===== src/rtl/sram_arbiter_pkg.sv =====
// Shared definitions for the two-port SRAM arbiter: FSM encoding, default
// latencies and the read-modify-write byte merge.
package sram_arbiter_pkg;

    localparam int DEF_RD_LATENCY = 1;
    localparam int DEF_WR_LATENCY = 1;
    localparam int LCOUNT_W       = 3;

    typedef enum logic [2:0] {
        ST_IDLE     = 3'd0,
        ST_READ     = 3'd1,
        ST_RMW_READ = 3'd2,
        ST_WRITE    = 3'd3,
        ST_DONE     = 3'd4
    } state_t;

    function automatic logic [31:0] merge_bytes(input logic [31:0] wdata,
                                                input logic [31:0] rdata,
                                                input logic [3:0]  be);
        logic [31:0] result;
        for (int i = 0; i < 4; i++) begin
            result[8*i +: 8] = be[i] ? wdata[8*i +: 8] : rdata[8*i +: 8];
        end
        return result;
    endfunction

endpackage


===== src/rtl/sram_arbiter_rr.sv =====
// Two-way round-robin grant; holds the last-grant flop, which resets to B
// so that A wins the first tie.
module rr_arbiter2 (
    input  logic i_clk,
    input  logic i_rst_b,
    input  logic i_req_a,
    input  logic i_req_b,
    input  logic i_update,
    output logic o_gnt_a,
    output logic o_gnt_b
);

    logic r_last_b;

    always_comb begin
        o_gnt_a = i_req_a & (~i_req_b | r_last_b);
        o_gnt_b = i_req_b & (~i_req_a | ~r_last_b);
    end

    always_ff @(posedge i_clk) begin
        if (!i_rst_b) begin
            r_last_b <= 1'b1;
        end else if (i_update && (o_gnt_a || o_gnt_b)) begin
            r_last_b <= o_gnt_b;
        end
    end

endmodule


===== src/rtl/sram_arbiter.sv =====
// Round-robin controller for the shared 32-bit SRAM: read, full write and
// read-modify-write cycles with programmable wait states. All outputs registered.
module sram_arbiter
    import sram_arbiter_pkg::*;
#(
    parameter int RD_LATENCY = DEF_RD_LATENCY,
    parameter int WR_LATENCY = DEF_WR_LATENCY,
    parameter int ADDR_W     = 19
) (
    input  logic              i_clk,
    input  logic              i_rst_b,
    input  logic              i_a_rd,
    input  logic              i_a_wr,
    input  logic [ADDR_W-1:0] i_a_addr,
    input  logic [3:0]        i_a_be,
    input  logic [31:0]       i_a_wdata,
    output logic [31:0]       o_a_rdata,
    output logic              o_a_rdy,
    input  logic              i_b_rd,
    input  logic              i_b_wr,
    input  logic [ADDR_W-1:0] i_b_addr,
    input  logic [3:0]        i_b_be,
    input  logic [31:0]       i_b_wdata,
    output logic [31:0]       o_b_rdata,
    output logic              o_b_rdy,
    output logic              o_ram_cs_b,
    output logic              o_ram_oe_b,
    output logic              o_ram_we_b,
    output logic [ADDR_W-1:0] o_ram_addr,
    output logic [31:0]       o_ram_dout,
    output logic              o_ram_dout_oe,
    input  logic [31:0]       i_ram_din
);

    localparam logic [LCOUNT_W-1:0] RD_LC = LCOUNT_W'(RD_LATENCY);
    localparam logic [LCOUNT_W-1:0] WR_LC = LCOUNT_W'(WR_LATENCY);

    state_t              r_state, w_state_n;
    logic [LCOUNT_W-1:0] r_lcount, w_lcount_n;
    logic                r_sel_b, w_sel_b_n;
    logic [3:0]          r_be, w_be_n;
    logic [31:0]         r_wdata, w_wdata_n;
    logic                r_cs_b, w_cs_b_n;
    logic                r_oe_b, w_oe_b_n;
    logic                r_we_b, w_we_b_n;
    logic                r_dout_oe, w_dout_oe_n;
    logic [ADDR_W-1:0]   r_addr, w_addr_n;
    logic [31:0]         r_dout, w_dout_n;
    logic [31:0]         r_a_rdata, w_a_rdata_n;
    logic [31:0]         r_b_rdata, w_b_rdata_n;
    logic                r_a_rdy, w_a_rdy_n;
    logic                r_b_rdy, w_b_rdy_n;

    logic                w_gnt_a, w_gnt_b;
    logic                w_sel_rd;
    logic [3:0]          w_sel_be;
    logic [31:0]         w_sel_wdata;
    logic [ADDR_W-1:0]   w_sel_addr;

    rr_arbiter2 u_rr (
        .i_clk    (i_clk),
        .i_rst_b  (i_rst_b),
        .i_req_a  (i_a_rd | i_a_wr),
        .i_req_b  (i_b_rd | i_b_wr),
        .i_update (r_state == ST_IDLE),
        .o_gnt_a  (w_gnt_a),
        .o_gnt_b  (w_gnt_b)
    );

    // Rd wins over wr on the same port; wr is implied when rd is low.
    always_comb begin
        w_sel_rd    = w_gnt_b ? i_b_rd    : i_a_rd;
        w_sel_be    = w_gnt_b ? i_b_be    : i_a_be;
        w_sel_wdata = w_gnt_b ? i_b_wdata : i_a_wdata;
        w_sel_addr  = w_gnt_b ? i_b_addr  : i_a_addr;
    end

    always_comb begin
        w_state_n   = r_state;
        w_lcount_n  = r_lcount;
        w_sel_b_n   = r_sel_b;
        w_be_n      = r_be;
        w_wdata_n   = r_wdata;
        w_cs_b_n    = r_cs_b;
        w_oe_b_n    = r_oe_b;
        w_we_b_n    = r_we_b;
        w_dout_oe_n = r_dout_oe;
        w_addr_n    = r_addr;
        w_dout_n    = r_dout;
        w_a_rdata_n = r_a_rdata;
        w_b_rdata_n = r_b_rdata;
        w_a_rdy_n   = 1'b0;
        w_b_rdy_n   = 1'b0;

        case (r_state)
            ST_IDLE: begin
                if (w_gnt_a || w_gnt_b) begin
                    w_sel_b_n = w_gnt_b;
                    w_be_n    = w_sel_be;
                    w_wdata_n = w_sel_wdata;
                    w_addr_n  = w_sel_addr;
                    if (w_sel_rd || (w_sel_be != 4'hF && w_sel_be != 4'h0)) begin
                        w_cs_b_n   = 1'b0;
                        w_oe_b_n   = 1'b0;
                        w_we_b_n   = 1'b1;
                        w_lcount_n = RD_LC;
                        w_state_n  = w_sel_rd ? ST_READ : ST_RMW_READ;
                    end else if (w_sel_be == 4'hF) begin
                        w_cs_b_n    = 1'b0;
                        w_oe_b_n    = 1'b1;
                        w_we_b_n    = 1'b0;
                        w_dout_n    = w_sel_wdata;
                        w_dout_oe_n = 1'b1;
                        w_lcount_n  = WR_LC;
                        w_state_n   = ST_WRITE;
                    end else begin
                        w_a_rdy_n = w_gnt_a;
                        w_b_rdy_n = w_gnt_b;
                        w_state_n = ST_DONE;
                    end
                end
            end
            ST_READ: begin
                if (r_lcount == '0) begin
                    if (r_sel_b) w_b_rdata_n = i_ram_din;
                    else         w_a_rdata_n = i_ram_din;
                    w_cs_b_n  = 1'b1;
                    w_oe_b_n  = 1'b1;
                    w_we_b_n  = 1'b1;
                    w_a_rdy_n = ~r_sel_b;
                    w_b_rdy_n = r_sel_b;
                    w_state_n = ST_DONE;
                end else begin
                    w_lcount_n = r_lcount - 1'b1;
                end
            end
            ST_RMW_READ: begin
                if (r_lcount == '0) begin
                    w_dout_n    = merge_bytes(r_wdata, i_ram_din, r_be);
                    w_oe_b_n    = 1'b1;
                    w_we_b_n    = 1'b0;
                    w_dout_oe_n = 1'b1;
                    w_lcount_n  = WR_LC;
                    w_state_n   = ST_WRITE;
                end else begin
                    w_lcount_n = r_lcount - 1'b1;
                end
            end
            ST_WRITE: begin
                if (r_lcount == '0) begin
                    w_cs_b_n    = 1'b1;
                    w_oe_b_n    = 1'b1;
                    w_we_b_n    = 1'b1;
                    w_dout_oe_n = 1'b0;
                    w_a_rdy_n   = ~r_sel_b;
                    w_b_rdy_n   = r_sel_b;
                    w_state_n   = ST_DONE;
                end else begin
                    w_lcount_n = r_lcount - 1'b1;
                end
            end
            ST_DONE:  w_state_n = ST_IDLE;
            default:  w_state_n = ST_IDLE;
        endcase
    end

    always_ff @(posedge i_clk) begin
        if (!i_rst_b) begin
            r_state   <= ST_IDLE;
            r_lcount  <= '0;
            r_sel_b   <= 1'b0;
            r_be      <= '0;
            r_wdata   <= '0;
            r_cs_b    <= 1'b1;
            r_oe_b    <= 1'b1;
            r_we_b    <= 1'b1;
            r_dout_oe <= 1'b0;
            r_addr    <= '0;
            r_dout    <= '0;
            r_a_rdata <= '0;
            r_b_rdata <= '0;
            r_a_rdy   <= 1'b0;
            r_b_rdy   <= 1'b0;
        end else begin
            r_state   <= w_state_n;
            r_lcount  <= w_lcount_n;
            r_sel_b   <= w_sel_b_n;
            r_be      <= w_be_n;
            r_wdata   <= w_wdata_n;
            r_cs_b    <= w_cs_b_n;
            r_oe_b    <= w_oe_b_n;
            r_we_b    <= w_we_b_n;
            r_dout_oe <= w_dout_oe_n;
            r_addr    <= w_addr_n;
            r_dout    <= w_dout_n;
            r_a_rdata <= w_a_rdata_n;
            r_b_rdata <= w_b_rdata_n;
            r_a_rdy   <= w_a_rdy_n;
            r_b_rdy   <= w_b_rdy_n;
        end
    end

    assign o_ram_cs_b    = r_cs_b;
    assign o_ram_oe_b    = r_oe_b;
    assign o_ram_we_b    = r_we_b;
    assign o_ram_dout_oe = r_dout_oe;
    assign o_ram_addr    = r_addr;
    assign o_ram_dout    = r_dout;
    assign o_a_rdata     = r_a_rdata;
    assign o_b_rdata     = r_b_rdata;
    assign o_a_rdy       = r_a_rdy;
    assign o_b_rdy       = r_b_rdy;

endmodule

===== config.mk =====
export PLATFORM = sky130hd
export DESIGN_NAME = sram_arbiter
export DESIGN_NICKNAME = d
export VERILOG_FILES = /design/src/rtl/sram_arbiter_pkg.sv /design/src/rtl/sram_arbiter_rr.sv /design/src/rtl/sram_arbiter.sv
export SDC_FILE = /design/constraint.sdc
export NUM_CORES = 1
export LEC_CHECK = 0
export CAP_MARGIN = 20
export CELL_PAD_IN_SITES_DETAIL_PLACEMENT = 0
export CELL_PAD_IN_SITES_GLOBAL_PLACEMENT = 1
export CORE_MARGIN = 2
export CORE_UTILIZATION = 40
export DETAILED_ROUTE_END_ITERATION = 10
export DONT_BUFFER_PORTS = 1
export PLACE_DENSITY_LB_ADDON = 0.05
export SYNTH_ARGS = -nofsm -noshare
export SYNTH_HDL_FRONTEND = slang
export SYNTH_SLANG_ARGS = --single-unit

===== constraint.sdc =====
create_clock -name i_clk -period 2.02 [get_ports i_clk]
set_clock_uncertainty 0.1 [all_clocks]
set_input_delay 0.303 -clock i_clk [delete_from_list [all_inputs] [get_ports i_clk]]
set_output_delay 0.303 -clock i_clk [all_outputs]
set_load 0.01 [all_outputs]

==> impl_metrics.yaml <==
placed_design:
  gp_congestion: 0.843
  post_dp_cell_area_sq_um: 7840
  dp_slack_ns: -0.114
  port_buffers: 0
  hpwlAfterDp_microns: 16100
  dp.cells: 1116
detailed_routing:
  finalWirelength_microns: 24100
  drt-wirelength-per-cell_microns: 19.6
  drt_iter0_drc: 337
  viasPerCell: 5.64
  drc_errors: 0
  ant_nets: 0
  vias: 6951
  first_pass_iters: 5
critical_path:
  endpoint_kind: "flop"
  r2r_start: "u_rr.r_last_b$_SDFFE_PN1P_"
  rrSetupSlack_ns: 0.09
  rr_endpoint: "o_ram_dout[23]$_SDFFE_PN0P_"
  rr_worst_depth: 8
  arrival_ns: 2.15
  path_class: "reg -> reg"
  worstPathRequired_ns: 2.23
  startpoint_type: "flop"
  path_max_fanout: 20
run_status:
  run_status: "finished clean"
die:
  die_h_microns: 139
  io_pins: 269
  die_x_microns: 139
  std_cell_rows: 49
  initial_utilization: 0.405
  die-area_sq_um: 19200
  core_sq_um: 17900
hold_path:
  worstHoldPathType: "in -> reg"
  hold_depth: 2
  holdPathEnd: "r_wdata[17]$_SDFFE_PN0P_"
  worstHoldStart: "i_b_wdata[17]"
final_layout:
  nNetsFinal: 1140
  drive_above_1_share: 0.128
  final_cells: 1232
  fin_area_sq_um: 9440
  syn2layout_area_growth_pct: 30.1
  num_antenna_cells: 0
global_route:
  grt_pass1_wl_microns: 36100
  grt_max_degree: 76
  grt_antenna_before_repair: 0
  grt_usage: 0.236
  grt_pass1_vias: 6655
  grt_overflow: 0
sta:
  tightest_slew_ns: 0.643
  clock.fmax_ghz: 0.517
  slew-limit-headroom: 0.571
  drv_slew: 0
  post-route-period-util: 0.957
  hold_viol_final: 0
  rsz0062_at_grt: "false"
  setup_ws_ns: 0.0867
  setup_viol: 0
  finalWorstPathRequiredPeriod_ns: 1.93
clocking:
  path_clk_slew_ns: 0.07
  htreeDepth: 4
  cts_buffers: 17
  cts_sinks: 165
  cts_buffer_depth: 2
  ctsRootBufferMaster: "clkbuf_16"
  cts_tree: "yes"
  clk_latency_ns: 0.43
power:
  p_total_mw: 14.3
  powerDensity_nw_per_um2: 1520
  p_leak_nw: 3.51
  worst_ir_drop_vdd_uv: 803
logic_synthesis:
  ys_seq_elements: 165
  synth_edf_count: 0
  async_reset_ff_frac: 0
  syn_avg_cell_area_sq_um: 7.95
  syn_nets: 1063
  syn-cell-area_sq_um: 7250
  synth-main-ff-cell: "dfxtp_1"
  ys_seq_area_frac: 0.455
  ys_types: 45
  synthCells: 913
  yosysWarnings: 0
run:
  drv_cap: 0
-- critical path: stages (launching register included) --
cell and delay (ns):
dfxtp_2 0.34, o21a_1 0.13, buf_4 0.15, nor3_4 0.19, o22ai_4 0.13, a311oi_4 0.27
and2_4 0.24, buf_12 0.16, o21ai_0 0.10
-- power by group --
group          internal (mW)  total [mW]  switching (mW)
sequential              4.27        5.30            1.03
combinational           2.45        5.87            3.42
clock                   1.79        3.18            1.39
-- cell families after synthesis --
| family | after synthesis | synth area share |
|---|---|---|
| buffers and inverters | 85 | 0.0507 |
| adder cells (fa/ha/maj) | 2 | 0.00345 |
| AND/OR/NAND/NOR | 380 | 0.230 |
| AO/OA/AOI/OAI | 249 | 0.217 |
| flip-flops | 165 | 0.455 |
| multiplexers | 32 | 0.0442 |
-- area by class of cell --
class | count | area, sq um
fillers | 1673 | 8460
multi-input cells | 663 | 3740
flip-flops and latches | 165 | 3310
repair buffers | 136 | 1500
clock buffers | 20 | 457
well taps | 229 | 287
clock inverters | 12 | 120
inverters | 7 | 27.5
-- registers in the layout (all words and copies together), names as in the netlist --
| signal | flops |
|---|---|
| o_a_rdy | 1 |
| r_sel_b | 1 |
| o_ram_dout_oe | 1 |
| r_be | 4 |
| o_ram_we_b | 1 |
| o_ram_oe_b | 1 |
| r_state | 3 |
| o_b_rdy | 1 |
| r_lcount | 3 |
| u_rr.r_last_b | 1 |
| o_b_rdata | 32 |
| o_a_rdata | 32 |
| o_ram_dout | 32 |
| o_ram_addr | 19 |
| o_ram_cs_b | 1 |
| r_wdata | 32 |
-- stage by stage --
step,util,hold slack (ns),TNS (ns)
global route,0.527,0.0924,0
floorplan,-,0.339,-0.125
detailed placement,0.438,0.289,-1.92
CTS,0.516,0.0767,0
finish,0.527,0.0852,0
global placement,0.438,0.285,-0.500
-- worst max-delay path by stage --
| stage | endpoint | depth (start not counted) | start |
|---|---|---|---|
| after global placement | o_ram_dout[13]$_SDFFE_PN0P_ | 9 | u_rr.r_last_b$_SDFFE_PN1P_ |
| final | o_ram_dout[23]$_SDFFE_PN0P_ | 8 | u_rr.r_last_b$_SDFFE_PN1P_ |
| after floorplan | o_ram_dout[19]$_SDFFE_PN0P_ | 7 | i_b_be[0] |
| after global routing | o_b_rdata[10]$_SDFFE_PN0P_ | 10 | r_lcount[0]$_SDFFE_PN0P_ |
| after CTS | o_ram_dout[27]$_SDFFE_PN0P_ | 7 | u_rr.r_last_b$_SDFFE_PN1P_ |
| after detailed placement | o_a_rdy$_SDFF_PN0_ | 7 | i_b_be[0] |
-- timing repair --
item                                    CTS  global route
resized for setup                         5            31
gates cloned                              0             4
hold buffers                             79             0
endpoints found under the hold margin   133             0
buffers inserted                          0             1
pin swaps                                 0             8
endpoints found under the setup margin   34           142
-- layer usage --
| metal | vias to the layer above | part of all wire | GRT usage |
|---|---|---|---|
| li1 | 3364 | - | - |
| met1 | 3305 | 0.41 | 0.272 |
| met2 | 249 | 0.50 | 0.426 |
| met3 | 33 | 0.072 | 0.0677 |
| met4 | 0 | 0.018 | 0.0707 |
| met5 | - | 0 | 0 |
-- cells in the mapped netlist, types with 2 or more instances --
library cell,n,area share
nand4_1,34,0.029
ha_1,2,0.0034
nor2_1,66,0.034
nand3_1,6,0.0041
nor2b_1,33,0.028
buf_6,3,0.0047
clkbuf_1,53,0.027
o211a_1,3,0.0041
a311oi_1,23,0.028
o21ai_1,6,0.0041
a31oi_1,2,0.0017
or2_2,4,0.0034
nor3_1,3,0.0021
or4_1,2,0.0021
a21oi_1,107,0.074
nand2_1,220,0.11
inv_1,6,0.0031
nand2b_1,2,0.0017
o21ai_0,31,0.021
dfxtp_1,165,0.46
a211oi_1,64,0.066
or3_1,2,0.0017
mux2i_1,32,0.044
buf_2,18,0.012
buf_1,3,0.0016
and2_1,3,0.0026
o31ai_1,2,0.0021
-- layout by cell type, fill, tap and decap left out, types with 3 or more instances in the layout --
| cell | n |
|---|---|
| a21oi_2 | 5 |
| a211oi_1 | 63 |
| or2_2 | 3 |
| mux2i_1 | 27 |
| buf_4 | 35 |
| nand4_1 | 34 |
| o21ai_0 | 14 |
| clkinvlp_4 | 3 |
| dlygate4sd3_1 | 78 |
| dfxtp_1 | 163 |
| nand3_1 | 4 |
| inv_6 | 3 |
| a21oi_1 | 102 |
| a311oi_1 | 23 |
| o211a_1 | 3 |
| clkinv_2 | 3 |
| clkbuf_16 | 20 |
| inv_1 | 4 |
| buf_6 | 3 |
| nor2_1 | 65 |
| buf_12 | 16 |
| nand2_1 | 218 |
| nor2b_1 | 32 |
| o21ai_1 | 22 |
| mux2i_2 | 4 |
Note: power is estimated with default switching activity, not from simulation.
